<file path="src/rtl/gpu_bus_pkg.sv">
// Shared definitions for the host-to-GPU byte bus: instruction geometry and
// the serialiser state encoding, reusable by vga_gpu-side blocks.
package gpu_bus_pkg;

    localparam int INSTR_W         = 32;
    localparam int BUS_WIDTH       = 8;
    localparam int BYTES_PER_INSTR = 4;

    typedef enum logic [1:0] {
        ST_IDLE  = 2'd0,
        ST_DRIVE = 2'd1,
        ST_GAP   = 2'd2
    } gpu_bus_state_t;

    // Byte that goes on the bus next: the instruction is sent MSB first.
    function automatic logic [BUS_WIDTH-1:0] top_byte(input logic [INSTR_W-1:0] w);
        return w[INSTR_W-1 -: BUS_WIDTH];
    endfunction

endpackage

</file>
<file path="src/rtl/gpu_cmd_streamer_if.sv">
// GPU 8-bit instruction write bus: the host drives we/en/data, the GPU
// answers with a per-byte ack and a busy level while it executes.
interface gpu_cmd_streamer_if;
    import gpu_bus_pkg::*;

    logic                 we;
    logic                 en;
    logic [BUS_WIDTH-1:0] data;
    logic                 ack;
    logic                 busy;

    modport master (output we, en, data, input ack, busy);
    modport slave  (input we, en, data, output ack, busy);

endinterface

</file>
<file path="src/rtl/gpu_cmd_fifo.sv">
// Synchronous instruction FIFO with occupancy count; contents are dropped
// on reset by clearing the pointers and level.
module gpu_cmd_fifo
    import gpu_bus_pkg::*;
#(
    parameter int DEPTH = 8,
    parameter int WIDTH = INSTR_W
) (
    input  logic                   i_clk,
    input  logic                   i_rst_n,
    input  logic                   i_push,
    input  logic [WIDTH-1:0]       i_din,
    input  logic                   i_pop,
    output logic [WIDTH-1:0]       o_dout,
    output logic [$clog2(DEPTH):0] o_level,
    output logic                   o_full,
    output logic                   o_empty
);

    localparam int                PTR_W    = $clog2(DEPTH);
    localparam logic [PTR_W:0]    LVL_FULL = (PTR_W+1)'(DEPTH);

    logic [WIDTH-1:0] r_mem [DEPTH];
    logic [PTR_W-1:0] r_wr_ptr;
    logic [PTR_W-1:0] r_rd_ptr;
    logic [PTR_W:0]   r_level;
    logic             w_push;
    logic             w_pop;

    assign w_push = i_push && !o_full;
    assign w_pop  = i_pop && !o_empty;

    // Power-of-two depth lets the pointers wrap by plain overflow.
    always_ff @(posedge i_clk or negedge i_rst_n) begin
        if (!i_rst_n) begin
            r_wr_ptr <= '0;
            r_rd_ptr <= '0;
            r_level  <= '0;
        end else begin
            if (w_push) r_wr_ptr <= r_wr_ptr + 1'b1;
            if (w_pop)  r_rd_ptr <= r_rd_ptr + 1'b1;
            case ({w_push, w_pop})
                2'b10:   r_level <= r_level + 1'b1;
                2'b01:   r_level <= r_level - 1'b1;
                default: r_level <= r_level;
            endcase
        end
    end

    always_ff @(posedge i_clk) begin
        if (w_push) r_mem[r_wr_ptr] <= i_din;
    end

    assign o_dout  = r_mem[r_rd_ptr];
    assign o_level = r_level;
    assign o_full  = (r_level == LVL_FULL);
    assign o_empty = (r_level == '0);

endmodule

</file>
<file path="src/rtl/gpu_cmd_streamer.sv">
// Host-side feeder for vga_gpu: queues 32-bit instructions and serialises
// each one MSB-first onto the GPU byte bus with ack handshake and timeout.
module gpu_cmd_streamer
    import gpu_bus_pkg::*;
#(
    parameter int FIFO_DEPTH  = 8,
    parameter int ACK_TIMEOUT = 255
) (
    input  logic                        i_clk,
    input  logic                        i_rst_n,
    input  logic [INSTR_W-1:0]          i_cmd,
    input  logic                        i_cmd_valid,
    output logic                        o_cmd_ready,
    gpu_cmd_streamer_if.master          bus,
    output logic [$clog2(FIFO_DEPTH):0] o_level,
    output logic                        o_idle,
    output logic                        o_timeout,
    input  logic                        i_clear_err
);

    localparam int                CNT_W     = $clog2(ACK_TIMEOUT + 1);
    localparam logic [CNT_W-1:0]  CNT_LIMIT = CNT_W'(ACK_TIMEOUT);
    localparam int                K_W       = $clog2(BYTES_PER_INSTR);
    localparam logic [K_W-1:0]    K_FIRST   = K_W'(BYTES_PER_INSTR - 1);

    gpu_bus_state_t               r_state;
    gpu_bus_state_t               w_state_nxt;
    logic [INSTR_W-1:0]           r_shift;
    logic [INSTR_W-1:0]           w_shift_nxt;
    logic [K_W-1:0]               r_k;
    logic [K_W-1:0]               w_k_nxt;
    logic                         r_last;
    logic                         w_last_nxt;
    logic [CNT_W-1:0]             r_cnt;
    logic [CNT_W-1:0]             w_cnt_nxt;
    logic [CNT_W-1:0]             w_cnt_inc;
    logic                         r_en;
    logic                         w_en_nxt;
    logic [BUS_WIDTH-1:0]         r_data;
    logic [BUS_WIDTH-1:0]         w_data_nxt;
    logic                         r_timeout;
    logic                         w_timeout_set;
    logic                         w_pop;
    logic [INSTR_W-1:0]           w_head;
    logic [$clog2(FIFO_DEPTH):0]  w_level;
    logic                         w_full;
    logic                         w_empty;

    gpu_cmd_fifo #(
        .DEPTH (FIFO_DEPTH),
        .WIDTH (INSTR_W)
    ) u_fifo (
        .i_clk   (i_clk),
        .i_rst_n (i_rst_n),
        .i_push  (i_cmd_valid),
        .i_din   (i_cmd),
        .i_pop   (w_pop),
        .o_dout  (w_head),
        .o_level (w_level),
        .o_full  (w_full),
        .o_empty (w_empty)
    );

    assign w_cnt_inc = r_cnt + 1'b1;

    // Bus outputs are computed one cycle ahead so en/we/data come straight from flops.
    always_comb begin
        w_state_nxt   = r_state;
        w_shift_nxt   = r_shift;
        w_k_nxt       = r_k;
        w_last_nxt    = r_last;
        w_cnt_nxt     = r_cnt;
        w_en_nxt      = 1'b0;
        w_data_nxt    = r_data;
        w_pop         = 1'b0;
        w_timeout_set = 1'b0;

        case (r_state)
            ST_IDLE: begin
                if (!w_empty && !bus.busy) begin
                    w_pop       = 1'b1;
                    w_shift_nxt = w_head;
                    w_k_nxt     = K_FIRST;
                    w_last_nxt  = 1'b0;
                    w_cnt_nxt   = '0;
                    w_en_nxt    = 1'b1;
                    w_data_nxt  = top_byte(w_head);
                    w_state_nxt = ST_DRIVE;
                end
            end
            ST_DRIVE: begin
                if (bus.ack) begin
                    w_shift_nxt = r_shift << BUS_WIDTH;
                    w_last_nxt  = (r_k == '0);
                    w_state_nxt = ST_GAP;
                end else if (w_cnt_inc == CNT_LIMIT) begin
                    w_timeout_set = 1'b1;
                    w_state_nxt   = ST_IDLE;
                end else begin
                    w_cnt_nxt = w_cnt_inc;
                    w_en_nxt  = 1'b1;
                end
            end
            ST_GAP: begin
                w_cnt_nxt = '0;
                if (r_last) begin
                    w_state_nxt = ST_IDLE;
                end else begin
                    w_k_nxt     = r_k - 1'b1;
                    w_en_nxt    = 1'b1;
                    w_data_nxt  = top_byte(r_shift);
                    w_state_nxt = ST_DRIVE;
                end
            end
            default: w_state_nxt = ST_IDLE;
        endcase
    end

    always_ff @(posedge i_clk or negedge i_rst_n) begin
        if (!i_rst_n) begin
            r_state <= ST_IDLE;
            r_shift <= '0;
            r_k     <= '0;
            r_last  <= 1'b0;
            r_cnt   <= '0;
            r_en    <= 1'b0;
            r_data  <= '0;
        end else begin
            r_state <= w_state_nxt;
            r_shift <= w_shift_nxt;
            r_k     <= w_k_nxt;
            r_last  <= w_last_nxt;
            r_cnt   <= w_cnt_nxt;
            r_en    <= w_en_nxt;
            r_data  <= w_data_nxt;
        end
    end

    // A new abort outranks a clear arriving in the same cycle.
    always_ff @(posedge i_clk or negedge i_rst_n) begin
        if (!i_rst_n) begin
            r_timeout <= 1'b0;
        end else if (w_timeout_set) begin
            r_timeout <= 1'b1;
        end else if (i_clear_err) begin
            r_timeout <= 1'b0;
        end
    end

    assign bus.en      = r_en;
    assign bus.we      = r_en;
    assign bus.data    = r_data;
    assign o_cmd_ready = !w_full;
    assign o_level     = w_level;
    assign o_idle      = (r_state == ST_IDLE) && w_empty;
    assign o_timeout   = r_timeout;

endmodule

</file>
<file path="src/flat_wrapper.sv">
// flat-port wrapper written by rule: the top's interface ports become plain ports
module gpu_cmd_streamer_flat import gpu_bus_pkg::*;
#(
    parameter int FIFO_DEPTH  = 8,
    parameter int ACK_TIMEOUT = 255
)
  (i_clk, i_rst_n, i_cmd, i_cmd_valid, o_cmd_ready, o_level, o_idle, o_timeout, i_clear_err, bus_we, bus_en, bus_data, bus_ack, bus_busy);
  gpu_cmd_streamer_if bus_i ();
  input  logic i_clk;
  input  logic i_rst_n;
  input  logic [INSTR_W-1:0] i_cmd;
  input  logic i_cmd_valid;
  output logic o_cmd_ready;
  output logic [$clog2(FIFO_DEPTH):0] o_level;
  output logic o_idle;
  output logic o_timeout;
  input  logic i_clear_err;
  output wire logic [$bits(bus_i.we)-1:0] bus_we;
  output wire logic [$bits(bus_i.en)-1:0] bus_en;
  output wire logic [$bits(bus_i.data)-1:0] bus_data;
  input wire logic [$bits(bus_i.ack)-1:0] bus_ack;
  input wire logic [$bits(bus_i.busy)-1:0] bus_busy;
  assign bus_we = bus_i.we;
  assign bus_en = bus_i.en;
  assign bus_data = bus_i.data;
  assign bus_i.ack = bus_ack;
  assign bus_i.busy = bus_busy;
  gpu_cmd_streamer #(.FIFO_DEPTH(FIFO_DEPTH), .ACK_TIMEOUT(ACK_TIMEOUT)) u_core (.i_clk(i_clk), .i_rst_n(i_rst_n), .i_cmd(i_cmd), .i_cmd_valid(i_cmd_valid), .o_cmd_ready(o_cmd_ready), .bus(bus_i), .o_level(o_level), .o_idle(o_idle), .o_timeout(o_timeout), .i_clear_err(i_clear_err));
endmodule
</file>
<file path="config.mk">
export PLATFORM = sky130hd
export DESIGN_NAME = gpu_cmd_streamer_flat
export DESIGN_NICKNAME = d
export VERILOG_FILES = /design/src/rtl/gpu_bus_pkg.sv /design/src/rtl/gpu_cmd_streamer_if.sv /design/src/rtl/gpu_cmd_fifo.sv /design/src/rtl/gpu_cmd_streamer.sv /design/src/flat_wrapper.sv
export SDC_FILE = /design/constraint.sdc
export NUM_CORES = 1
export LEC_CHECK = 0
export CORE_MARGIN = 2
export CORE_UTILIZATION = 51
export CTS_BUF_LIST = sky130_fd_sc_hd__clkbuf_8
export DETAILED_ROUTE_END_ITERATION = 10
export PLACE_DENSITY = 0.72
export REMOVE_ABC_BUFFERS = 1
export SLEW_MARGIN = 0
export SYNTH_ARGS = -nofsm -noshare
export SYNTH_HDL_FRONTEND = slang
export SYNTH_HIERARCHICAL = 1
export SYNTH_SLANG_ARGS = --single-unit
</file>
<file path="constraint.sdc">
create_clock -name i_clk -period 3.21 [get_ports i_clk]
set_input_delay 0.4815 -clock i_clk [delete_from_list [all_inputs] [get_ports i_clk]]
set_output_delay 0.4815 -clock i_clk [all_outputs]
set_load 0.05 [all_outputs]
</file>
Word-level counts from Yosys, hierarchy flattened

Memory sizes are Yosys's and may differ from the RTL's.
Cells that the tools add are included.

$add $sub $neg: 6
$mul: 0
Div/mod/pow operators: 0
$lt $le $gt $ge: 0
Equal/unequal tests: 12
Shift operators: 0
Muxes and demuxes: 35
Bitwise operators: 0
Reductions and logical operators: 19

Operator list:

| kind                                                 | number |
|---|---|
| two-way mux 32 bit                                   | 2 |
| one-hot mux 32 bit (2 select lines)                  | 1 |
| two-way mux 8 bit                                    | 5 |
| one-hot mux 8 bit (3 select lines)                   | 1 |
| one-hot mux 8 bit (2 select lines)                   | 1 |
| two-way mux 1 bit                                    | 15 |
| two-way mux 2 bit                                    | 5 |
| adder 8 x 1 -> 8 bit (second input constant)         | 1 |
| equality test 8 bit (second input constant)          | 1 |
| inequality test 2 bit (second input constant)        | 4 |
| one-hot mux 4 bit (2 select lines)                   | 1 |
| nonzero test 2 bit                                   | 4 |
| adder 3 x 1 -> 3 bit (second input constant)         | 2 |
| one-hot mux 2 bit (3 select lines)                   | 1 |
| AND reduction 3 bit                                  | 2 |
| adder 4 x 1 -> 4 bit (second input constant)         | 1 |
| equality test 2 x 1 -> 1 bit (second input constant) | 2 |
| equality test 2 bit (second input constant)          | 2 |
| equality test 4 bit (second input constant)          | 1 |
| logical AND 1 bit                                    | 4 |
| zero test 2 bit                                      | 2 |
| zero test 4 bit                                      | 1 |
| one-hot mux 2 bit (2 select lines)                   | 1 |
| AND reduction 4 bit                                  | 1 |
| 9 further kinds                                      | 11 |

Bits in registers: 65
Bits in latches: 0
Memory bits (writable): 256
Memory bits (read-only): 0
Bits of input ports: 38
Output and inout port bits: 17
Memories: 1

Memories:

| name                | depth | width | read ports | clocked after Yosys merged registers in | wr ports | line               | text |
|---|---|---|---|---|---|---|---|
| u_core.u_fifo.r_mem | 8     | 32    | 1          | 0                                       | 1        | gpu_cmd_fifo.sv:23 | `logic [WIDTH-1:0] r_mem [DEPTH];` |

Logic depth before layout (Yosys ltp)

Gate-level depths: netlist of the first run.

Depth in word-level cells: 8
Mapped depth: 10

By module

The synthesis of the first run kept the hierarchy.

Modules (own cells, without submodules):

| module           | times used | cells an instance | area each (µm²) | sequential area each (µm²) |
|---|---|---|---|---|
| gpu_cmd_fifo     | 1          | 437               | 10294.9         | 7937.6 |
| gpu_cmd_streamer | 1          | 248               | 2597.5          | 1376.3 |

Worst setup path after synthesis of the first run

Ideal clock, no wire load.

Kind: register -> register
Start: reg u_core.u_fifo.r_level[0], in the netlist u_core/u_fifo/o_level[0]
End: mem u_core/u_fifo/r_mem[1][0] (netlist name) (enable)
Library setup time: 0.461 ns
Arrival time: 3.373 ns
Path slack: -0.624 ns
Cell stages (with the launch flop): 4
Buffers on the path: 0
Clock period less this slack: 3.834 ns
Cell sequence: dfrtp_1 -> or4b_1 -> nand3_1 -> nor3_1

Word-level cells in the longest chain between the ends: 5

Ends and longest elaborated chain:

| what                                    | line               | text |
|---|---|---|
| from (decl)                             | gpu_cmd_fifo.sv:26 | `logic [PTR_W:0] r_level;` |
| from (signal assigned)                  | gpu_cmd_fifo.sv:43 | `2'b10: r_level <= r_level + 1'b1;` |
| from (signal assigned)                  | gpu_cmd_fifo.sv:44 | `2'b01: r_level <= r_level - 1'b1;` |
| from (signal assigned)                  | gpu_cmd_fifo.sv:45 | `default: r_level <= r_level;` |
| equality test 4 bit                     | gpu_cmd_fifo.sv:56 | `assign o_full = (r_level == LVL_FULL);` |
| zero test 1 bit                         | gpu_cmd_fifo.sv:30 | `assign w_push = i_push && !o_full;` |
| logical AND 1 bit                       | gpu_cmd_fifo.sv:30 |  |
| two-way mux 1 bit                       | gpu_cmd_fifo.sv:51 | `if (w_push) r_mem[r_wr_ptr] <= i_din;` |
| two-way mux 1 bit (not written as such) | gpu_cmd_fifo.sv:51 |  |
| to (decl)                               | gpu_cmd_fifo.sv:23 |  |

No other way between the ends.

Worst setup path after layout of the first run

Start: reg u_core.u_fifo.r_level[0], in the netlist u_core/u_fifo/o_level[0]
End: out o_cmd_ready

Word-level cells in the longest chain between the ends: 2

Ends and longest elaborated chain:

| what                | line                    | text |
|---|---|---|
| equality test 4 bit | gpu_cmd_fifo.sv:56      |  |
| net u_core.w_full   | gpu_cmd_streamer.sv:46  | `logic w_full;` |
| zero test 1 bit     | gpu_cmd_streamer.sv:153 | `assign o_cmd_ready = !w_full;` |
| to (decl)           | flat_wrapper.sv:13      | `output logic o_cmd_ready;` |

The timed path passes the listed nets, and every way through them passes these cells.

==> flow_metrics.tcl, run 1 <==
set metrics [dict create \
    wl_per_cell_um 22.1 \
    yosysTopAreaCell "edfxtp_1" \
    min-delay-path-class "in -> async" \
    drv_cap 0 \
    path_common_cell "inv_1" \
    slew_violations 0 \
    die_width_um 163 \
    synth-edff-count 256 \
    grt_pass1_wl_mm 39.9 \
    dr.pass1.iters 7 \
    ys_types 57 \
    peakVddDrop_mv 0.524 \
    layout_min_cycle_time_ns 3.00 \
    dp_hpwl_mm 14.4 \
    relSlewSlack_pct 53.4 \
    p_per_area_mw_per_mm2 910 \
    rsz0062_at_grt "false" \
    grt_max_degree 59 \
    row_count 58 \
    cp_max_fo 8 \
    htreeDepth 2 \
    fmax_ghz 0.333 \
    grt_usage_pct 20.0 \
    clk_pin_slew_ns 0.06 \
    synth_area_mm2 0.0129 \
    synth_commonest_cells "edfxtp_1 (256), dfrtp_1 (65), mux4_2 (55), nand2_1 (47), o21ai_1 (38)" \
    slowest_delay_ns 0.69 \
    cts_buffers 50 \
    reg2reg_from "u_core/u_fifo/o_level[0]$_DFFE_PN0P_" \
    clockBufferDepth 3 \
    setup_viol 0 \
    dominantRegCellSynth "edfxtp_1" \
    portBuffers 54 \
    synth_top_area_share_pct 59.6 \
    ant_nets 0 \
    tightestPinTransition_ns 0.697 \
    required_ns 2.73 \
    route.detailed.drc 0 \
    cts_root_buffer "clkbuf_8" \
    ys_seq_area_share_pct 72.2 \
    drive_gt1_share_pct 24.5 \
    crit_arrival_ns 2.52 \
    clkSinkCount 321 \
    die-area_mm2 0.0266 \
    r2r.worst_path.cells 7 \
    start_util_pct 51.6 \
    cts_setup_buffers 0 \
    yosysMostFrequentCell "edfxtp_1" \
    crit_path_start_kind "register" \
    route.vias.total 6601 \
    power.total_mw 13.7 \
    routed_via_density 5.74 \
    insertion_delay_ns 0.59 \
    drt_iter0_markers 560 \
    period_share_pct 93.6 \
    yosysWarnings 6 \
    criticalPathCategory "reg -> out" \
    ys_async_sr_fraction_pct 20.2 \
    path_cells "or4b_1 -> inv_1 -> inv_1 -> clkdlybuf4s50_1" \
    gr-total-overflow 0 \
    synthCells 685 \
    power_leakage_nw 5.25 \
    utilization_pct 60.2 \
    synth-seq-cells 321 \
    netlist_top_cells_area "edfxtp_1 (60%), dfrtp_1 (13%), mux4_2 (9.6%), mux2_2 (2.9%), mux2i_1 (2.6%)" \
    synth_area_per_cell_um2 18.8 \
    nets 826 \
    status "completed" \
    hold_viol 0 \
    die_y_um 163 \
    drt_wl_total_mm 25.4 \
    areaGrowthSynthToFinish_pct 16.6 \
    core-area_mm2 0.0250 \
    gp_congestion 0.787 \
    antenna_found_initial 1 \
    grt_pass1_vias 7031 \
    fin_skew_ns 0.0244 \
    endpoint_kind "output port" \
    cp_slowest_cell "clkdlybuf4s50_1" \
    r2r_end "u_core/u_fifo/o_level[3]$_DFFE_PN0P_" \
    io_pins 55 \
    r2r_setup_slack_ns 0.33 \
    tritoncts "yes" \
]
per-stage QoR:
step	TNS, ns	cell area, um^2	hold WS [ns]	setup slack [ns]	instances
6_report	0	15000	0.457	0.207	1151
3_5_place_dp	0	14000	0.475	0.0777	1056
3_3_place_gp	0	14000	0.467	0.202	1056
5_1_grt	0	15000	0.475	0.0953	1150
4_1_cts	0	15000	0.468	0.0209	1150
2_1_floorplan	-64.16	12700	0.186	-0.639	650
worst max path at each step:
stage,depth (start not counted),from,endpoint
global route,4,u_core/u_fifo/o_level[0]$_DFFE_PN0P_,o_cmd_ready
floorplan,4,u_core/u_fifo/r_rd_ptr[0]$_DFFE_PN0P_,u_core/r_shift[12]$_DFFE_PN0P_
global placement,9,bus_busy,u_core/u_fifo/o_level[3]$_DFFE_PN0P_
detailed placement,9,bus_busy,u_core/u_fifo/o_level[3]$_DFFE_PN0P_
finish,4,u_core/u_fifo/o_level[0]$_DFFE_PN0P_,o_cmd_ready
CTS,3,u_core/u_fifo/o_level[0]$_DFFE_PN0P_,o_idle
report_power, final:
part           switching [mW]  leakage, nW  internal (mW)  total, mW
logic                    2.43         1.57           2.09       4.52
clock network            1.56        0.550           1.76       3.31
registers               0.487         3.14           5.37       5.85
total                    4.47         5.25           9.22       13.7
metal layers:
| metal | GRT usage (%) | share of wire [%] | vias up |
|---|---|---|---|
| li1 | - | - | 2934 |
| met1 | 27.1 | 43 | 3443 |
| met2 | 33.4 | 50 | 182 |
| met3 | 4.07 | 5.4 | 42 |
| met4 | 5.71 | 1.7 | 0 |
| met5 | 0 | 0 | - |
kinds of logic (layout without fill, tap and decap cells):
group,count (synthesis),count (layout),synth area share [%]
buf+inv,48,183,1.97
fa+ha+maj,9,9,0.932
compound gates,71,71,3.69
other cells,0,1,0
simple gates,95,95,3.50
flops,321,321,72.2
mux,132,132,17.1
xor+xnor,9,9,0.611
sequential cells by signal, summed over array words and instances (netlist names):
name,count
u_core/u_fifo/r_mem,256
u_core/r_shift,32
u_core/bus.data,8
u_core/r_cnt,8
u_core/u_fifo/o_level,4
u_core/u_fifo/r_rd_ptr,3
u_core/u_fifo/r_wr_ptr,3
u_core/r_k,2
u_core/r_state,2
u_core/bus.en,1
u_core/o_timeout,1
u_core/r_last,1
layout by cell type (no fill, tap or decap), types with 11 or more instances in the layout:
cell type and instances:
clkbuf_8 55, inv_1 22, o21ai_1 38, mux2i_1 34, mux2_2 33, clkdlybuf4s50_1 52
buf_4 11, clkinv_1 13, buf_12 11, nand2_1 47, mux4_2 55, dfrtp_1 63
edfxtp_1 256
critical path: cells and delay by family, from the launching register on:
family / cells / cell delay, ns
buf+inv: 3 / 0.82
simple gates: 1 / 0.65
flops: 1 / 0.48
what timing repair did:
action,CTS,global route
gates resized for setup,0,2
endpoints found under the hold margin,25,0
endpoints found under the setup margin,0,2
hold buffers,1,0
layout make-up:
class | count | area (um^2)
clock buffers | 55 | 757
diodes | 1 | 2.50
inverters | 13 | 51.3
multi-input cells | 316 | 3410
repair buffers | 77 | 851
clock inverters | 38 | 231
flip-flops and latches | 321 | 9320
well taps | 330 | 413
fillers | 1808 | 9930
Note: power is estimated with default switching activity, not from simulation.
==> run 2: changes to the inputs <==
- CORE_UTILIZATION: 51 -> 25
- PLACE_DENSITY: 0.72 -> unset
==> run 2 against run 1 <==
Via count shrank 3.0%. Worst hold slack worse by 0.41 ns. Die area up 100%. Critical endpoint unchanged.
==> flow_metrics.tcl, run 2 (synthesis results as in run 1) <==
set metrics [dict create \
    status "completed" \
    die_width_um 231 \
    regArea_mm2 0.00932 \
    ant_nets 0 \
    largest_registers "u_core/u_fifo/r_mem x256, u_core/r_shift x32" \
    dr.pass1.iters 4 \
    clkSinkCount 321 \
    min-delay-path-class "in -> async" \
    criticalPathCategory "reg -> out" \
    drt_iter0_markers 372 \
    nFillCells 4983 \
    peakVddDrop_mv 0.446 \
    tightestPinTransition_ns 0.914 \
    io_pins 55 \
    cts_buffers 51 \
    hold_viol 0 \
    start_util_pct 25.2 \
    r2r_setup_slack_ns 0.34 \
    layout_min_cycle_time_ns 3.04 \
    routed_via_density 4.27 \
    insertion_delay_ns 0.59 \
    final_cell_mix "edfxtp_1 (256), dfrtp_1 (63), clkbuf_8 (58), mux4_2 (55), clkdlybuf4s50_1 (52)" \
    final_cell_area_mm2 0.0154 \
    antenna_found_initial 4 \
    largest_register_ff_count 256 \
    htreeDepth 2 \
    drv_cap 0 \
    rsz0062_at_grt "false" \
    drive_gt1_share_pct 23.2 \
    required_ns 2.73 \
    slew_violations 0 \
    cts_root_buffer "clkbuf_8" \
    grt_max_degree 67 \
    multi_input_area_mm2 0.00340 \
    clk_pin_slew_ns 0.06 \
    cp_max_fo 8 \
    grt_pass1_wl_mm 40.7 \
    final_common_cell "edfxtp_1" \
    setup_viol 0 \
    relSlewSlack_pct 39.0 \
    clockBufferDepth 3 \
    core-area_mm2 0.0512 \
    drt_wl_total_mm 26.5 \
    power_leakage_nw 5.26 \
    portBuffers 54 \
    fin_skew_ns 0.0338 \
    crit_arrival_ns 2.56 \
    fmax_ghz 0.329 \
    dp_hpwl_mm 14.1 \
    p_per_area_mw_per_mm2 879 \
    nets 822 \
    gr-total-overflow 0 \
    place_area_mm2 0.0144 \
    grt_usage_pct 10.0 \
    areaGrowthSynthToFinish_pct 19.5 \
    row_count 83 \
    route.detailed.drc 0 \
    crit_path_start_kind "register" \
    wl_per_cell_um 17.7 \
    top_register "u_core/u_fifo/r_mem" \
    finalSetupTns_ns 0 \
    die-area_mm2 0.0534 \
    period_share_pct 94.8 \
    grt_pass1_vias 6723 \
    die_y_um 231 \
    hold_ws_ns 0.0436 \
    gp_congestion 0.723 \
    route.vias.total 6404 \
    endpoint_kind "output port" \
    tritoncts "yes" \
]
-- run 2: changes by cell type in the layout (fill, tap and decap cells not counted), moves of 2 or more --
cell,previous run,this run
clkbuf_8,55,58
bufinv_16,2,0
clkinv_1,13,11
inv_1,22,33
buf_4,11,8
inv_6,2,0
clkinv_2,8,3
-- run 2: path summary, 6_finish.rpt --
path                                                          to                            startpoint  cells past startpoint
min in group i_clk                  u_core/o_timeout$_DFFE_PN0P_                           i_clear_err                      2
max in group asynchronous  u_core/u_fifo/r_rd_ptr[0]$_DFFE_PN0P_                               i_rst_n                      1
hold reg to reg                   u_core/r_shift[28]$_DFFE_PN0P_        u_core/r_shift[28]$_DFFE_PN0P_                      2
hold / removal                       u_core/r_cnt[2]$_DFFE_PN0P_                               i_rst_n                      1
setup / recovery                                     o_cmd_ready  u_core/u_fifo/o_level[0]$_DFFE_PN0P_                      4
setup reg to reg            u_core/u_fifo/o_level[3]$_DFFE_PN0P_  u_core/u_fifo/o_level[0]$_DFFE_PN0P_                      7
-- run 2: what timing repair did --
item	CTS	global route
buffers inserted	0	0
endpoints found under the setup margin	0	1
hold buffers	0	0
resized for setup	0	1
-- run 2: cell type report --
| cell class | count | area share, % |
|---|---|---|
| Timing Repair Buffer | 72 | 5.28 |
| Clock buffer | 58 | 5.18 |
| Multi-Input combinational cell | 316 | 22.1 |
| Antenna cell | 2 | 0.0325 |
| Clock inverter | 38 | 1.08 |
| Inverter | 13 | 0.333 |
| Sequential cell | 321 | 60.5 |
| Tap cell | 680 | 5.52 |
-- run 2: through the flow --
stage / power, mW / std cells / setup slack, ns / utilization [%]
3_5_place_dp: 10.5 / 1402 / 0.126 / 28.2
2_1_floorplan: 9.02 / 650 / -0.639 / -
3_3_place_gp: 10.4 / 1402 / 0.169 / 28.2
5_1_grt: 14.3 / 1498 / 0.0370 / 30.1
4_1_cts: 13.8 / 1498 / 0.000404 / 30.1
6_report: 13.5 / 1500 / 0.167 / 30.1
-- run 2: worst max-delay path, stage by stage (launching register included) --
cell             delay, ns
dfrtp_1               0.47
or4b_1                0.66
inv_1                 0.09
inv_1                 0.05
clkdlybuf4s50_1       0.69
-- run 2: metal layers --
layer | global-route usage (%) | up-vias | wire [um]
met5 | 0 | - | 32
met3 | 2.93 | 39 | 1410
li1 | - | 2929 | -
met4 | 3.15 | 6 | 396
met2 | 16.3 | 133 | 12600
met1 | 12.9 | 3297 | 12000
-- run 2: report_power, final --
part	switching [mW]	leakage, nW	total (mW)	internal (mW)
registers	0.394	3.14	5.76	5.37
clock network	1.56	0.576	3.22	1.66
logic	2.49	1.54	4.57	2.08
total	4.44	5.26	13.5	9.10
==> patch 1 (config.mk and constraints of run 2) <==
Encoding of `gpu_bus_state_t`: now one-hot (3 bits for 3 states).
--- a/src/rtl/gpu_bus_pkg.sv
+++ b/src/rtl/gpu_bus_pkg.sv
@@ -6,10 +6,10 @@
     localparam int BUS_WIDTH       = 8;
     localparam int BYTES_PER_INSTR = 4;
 
-    typedef enum logic [1:0] {
-        ST_IDLE  = 2'd0,
-        ST_DRIVE = 2'd1,
-        ST_GAP   = 2'd2
+    typedef enum logic [2:0] {
+        ST_IDLE  = 3'b001,
+        ST_DRIVE = 3'b010,
+        ST_GAP   = 3'b100
     } gpu_bus_state_t;
 
     // Byte that goes on the bus next: the instruction is sent MSB first.
Function: same outputs for any inputs over 10 cycles, from zero or initial values and one cycle with i_rst_n low; not proved beyond that.
==> patch 1 against run 2 <==
  * Wire length grew 0.67%
  * Via count increased by 1.3%
  * Hold slack got worse by 0.024 ns
  * Cell count up 0.53%
  * Sequential cell count rose by 1
  * Clock skew is 0.017 ns lower
  * Highest routed layer unchanged
  * Synthesized area up 0.35%
  * Total power is 1.2% lower
  * Worst setup slack better by 0.29 ns
  * Sequential share of layout area decreased by 0.26 points
  * Largest power group unchanged
  * Final area grew 0.71%
==> patch 1: results (changes against run 2) <==
* Total length of routed met3 wires: 1440 um (+1.9%)
* Xor/xnor cell area share of the yosys netlist: 0.609% (-0.0021 points)
- The number of setup buffers added after CTS came to 0 (unchanged).
- Number of nets at the end of the flow: 831 (+1.1%)
- Placer Congestion: 0.710 (-1.8%)
- The met3 track utilization from global routing was 2.88% (-0.049 points).
- Clock Skews: 0.0166 ns (-0.0171 ns)
- Layout cell share with drive strength beyond 1: 24.5% (+1.3 points)
* Global-route usage over all layers: 10.1% (+0.11 points)
* IO Port Bufs: 54 (unchanged)
* Multiplexer area fraction after synthesis: 17.1% (+0.028 points)
* Count of unique library cells instantiated by Yosys: 54 (-5.3%)
- The number of enable flip-flop cells after synthesis was 256 (unchanged).
- The routed metal-1 wirelength is 12300 um (+2.1%).
- Worst Path Max Fanout: 5 (-3)
- Launch instance of the worst register-to-register path: u_core/u_fifo/o_level[1]
- Clock latency reported for the late side of the worst-skew pair: 0.58 ns
- The adder-cell share of the synthesized area was 0.928% (-0.0032 points).
* Met2 wirelength from detailed routing: 12400 um (-2.2%)
* Leak pwr: 5.23 nW (-0.45%)
- The met2 global-route usage came to 15.8% (-0.40 points).
* Family with the most delay on the worst path: simple AND/OR/NAND/NOR gates
- Most common library cells after synthesis: 256 x edfxtp_1, 65 x dfrtp_1, 55 x mux4_2, 50 x nand2_1, 35 x o21ai_0
* WL final: 26700 um (+0.67%)
- Slowest stage delay, CP: 0.54 ns (-0.15 ns)
* Global-route wire length before repair: 41300 um (+1.4%)
- The internal reg-to-reg setup slack is 0.46 ns (+0.12 ns).
- Total via count in the routed design: 6486 (+1.3%)
- On the critical path, the stage with the largest delay is an instance of or4b_1.
* Number of detailed-route iterations in the first pass: 4 (unchanged)
- Final worst path period share: 85.7% (-9.1 points)
- Post-synth ARST share: 20.5% (+0.25 points)
- Initial antenna violation count: 5 (+1)
* Vias in the first global route: 6769 (+0.68%)
- Cell depth of the worst flop-to-flop path: 10 (+3)
- Filler instances: 4965 (-0.36%)
- Setup Slack @ Placement: 0.258 ns (+0.132 ns)
- The worst endpoint data arrival time came to 3.20 ns (+0.64 ns).
- The run finished with clean final reports.
- Post-synthesis compound-gate area fraction: 3.36% (-0.33 points)
* Sequential-to-total area share from yosys stat: 72.2% (about the same)
* Global routing usage on met1: 13.6% (+0.64 points)
- The number of DRC violations after detailed-routing iteration 0 is 409 (+9.9%).
* Peak ir drop on the vdd network: 0.000517 V (+16%)
* Pint: 9.08 mW (-0.30%)
* Relative slew slack: 38.3% (-0.79 points)
==> patch 1: worst max-delay path by stage <==
| stage | from | end | cells after the start |
|---|---|---|---|
| after CTS | u_core/u_fifo/o_level[1] | o_cmd_ready | 5 |
| after global routing | u_core/u_fifo/o_level[1] | u_core/u_fifo/o_level[3] | 10 |
| final | u_core/u_fifo/o_level[1] | u_core/u_fifo/o_level[3] | 10 |
| after floorplan | u_core/u_fifo/r_rd_ptr[0] | u_core/r_shift[12] | 4 |
| after global placement | bus_busy | u_core/u_fifo/o_level[3] | 11 |
| after detailed placement | bus_busy | u_core/u_fifo/o_level[3] | 10 |
==> patch 1: power by group through the flow <==
stage | clock, mW | sequential [mW] | combinational [mW]
after global placement | 0 | 5.89 | 4.35
final | 3.25 | 5.83 | 4.31
after detailed placement | 0 | 5.92 | 4.40
after global routing | 3.55 | 5.92 | 4.71
after floorplan | 0 | 6.33 | 2.44
after CTS | 3.37 | 5.84 | 4.41
==> patch 1: metrics by stage <==
step / TNS [ns] / power (mW) / cells / instance area (sq um) / hold slack (ns)
after floorplan: -63.56 / 8.77 / 652 / 12700 / 0.186
after global placement: 0 / 10.2 / 1411 / 14500 / 0.457
after detailed placement: 0 / 10.3 / 1411 / 14500 / 0.470
after CTS: 0 / 13.6 / 1507 / 15500 / 0.0293
after global routing: 0 / 14.2 / 1507 / 15500 / 0.0602
final: 0 / 13.4 / 1508 / 15500 / 0.0200
==> patch 1: area by class of cell <==
cell class              count  area [sq um]  area share (%)
diodes                      1          2.50          0.0161
clock buffers              54           743            4.79
clock inverters            42           221            1.43
inverters                  11          41.3           0.266
multi-input cells         319          3430            22.1
flip-flops and latches    322          9350            60.2
well taps                 680           851            5.48
repair buffers             79           881            5.68
==> patch 2 (config.mk and constraints of run 2) <==
Without the edit above. Set the package constant `BYTES_PER_INSTR` to 16 (it was 4).
--- a/src/rtl/gpu_bus_pkg.sv
+++ b/src/rtl/gpu_bus_pkg.sv
@@ -4,7 +4,7 @@
 
     localparam int INSTR_W         = 32;
     localparam int BUS_WIDTH       = 8;
-    localparam int BYTES_PER_INSTR = 4;
+    localparam int BYTES_PER_INSTR = 16;
 
     typedef enum logic [1:0] {
         ST_IDLE  = 2'd0,
Formal check against the unedited RTL: no difference found for any inputs over 4 cycles, from zero or initial values and one cycle with i_rst_n low; that may be too few to reach the edited logic, so the function may still have changed.
==> patch 2 against run 2 <==
  * Worst setup slack improved by 0.0046 ns
  * Wire length grew 0.89%
  * Sequential cell count increased by 2
  * Synthesized cell count up 1.3%
  * Global-route usage up 0.15 points
  * Die area is 0.63% higher
  * Total power grew 1.6%
  * Final area grew 0.99%
  * Largest power group unchanged
  * Synthesized area is 0.64% higher
==> patch 2: results (changes against run 2) <==
- The worst setup slack after placement was 0.0377 ns (-0.0881 ns).
- The xor and xnor fraction of the mapped netlist area came to 0.608% (-0.0039 points).
* Global-route wire length before repair: 41700 um (+2.4%)
- By area the synthesized netlist is led by edfxtp_1 59%, dfrtp_1 13%, mux4_2 9.5%.
* Clock Skews: 0.0532 ns (+0.0194 ns)
* Result of the run: finished clean
- The number of cells traversed by the worst register-to-register path is 9 (+2).
- Layout cell share with drive strength beyond 1: 23.5% (+0.29 points)
- Count of unique library cells instantiated by Yosys: 54 (-5.3%)
- The wire length reported by the detailed router came to 26700 um (+0.89%).
* Total via count in the routed design: 6505 (+1.6%)
* Initial antenna violation count: 3 (-1)
* PD cells: 885 mW/mm^2 (+0.65%)
- CTS Buf Count: 52 (+2.0%)
- Most common library cells after synthesis: 256 x edfxtp_1, 67 x dfrtp_1, 55 x mux4_2, 43 x nand2_1, 37 x o21ai_0
* DP Cell Count: 1411 (+0.64%)
- The insertion delay to the later sink of the worst-skew pair was 0.62 ns (+0.03 ns).
- The share of flip-flops with an asynchronous set or reset after synthesis was 20.7% (+0.49 points).
- Number of detailed-route iterations in the first pass: 5 (+1)
- The number of instances in the synthesized netlist was 694 (+1.3%).
- Post-synthesis compound-gate area fraction: 3.59% (-0.10 points)
- The share of synthesized area occupied by flip-flops and latches was 72.2% (-0.074 points).
- Tightest Pin Transition: 0.973 ns (+0.0592 ns)
- The count of clock buffers in the final design was 56 (-3.4%).
- The fraction of area in non-clock buffers is 5.15% (-0.13 points).
- The largest net degree at the start of global routing was 68 (+1.5%).
- TritonCTS sink count: 323 (+0.62%)
* Filler instances: 5039 (+1.1%)
- The fraction of standard cell area in multi-input logic is 22.1% (about the same).
[patch 2: cell types whose count changed in the layout (fill, tap and decap cells not counted), sizes merged, moves of 3 or more]
| cell | run 2 | this run |
|---|---|---|
| and3 | 0 | 3 |
| bufinv | 0 | 3 |
| clkinv | 15 | 11 |
| inv | 36 | 41 |
| nand2 | 49 | 45 |
| o21ai | 39 | 44 |
[patch 2: where the power goes]
group / internal, mW / switching, mW
sequential: 5.39 / 0.401
clock: 1.88 / 1.64
combinational: 2.04 / 2.42
[patch 2: layer usage]
metal	share of wire (%)	up-vias	GRT usage, %
met3	5.4	45	2.85
met5	0.12	-	0
met2	48	130	16.6
met4	1.5	6	2.90
li1	-	2957	-
met1	45	3367	13.2
[patch 2: critical path, delay by kind of cell (launching register included)]
| kind | cells | cell delay [ns] |
|---|---|---|
| AND/OR/NAND/NOR | 1 | 0.65 |
| buffers and inverters | 3 | 0.83 |
| flip-flops | 1 | 0.48 |
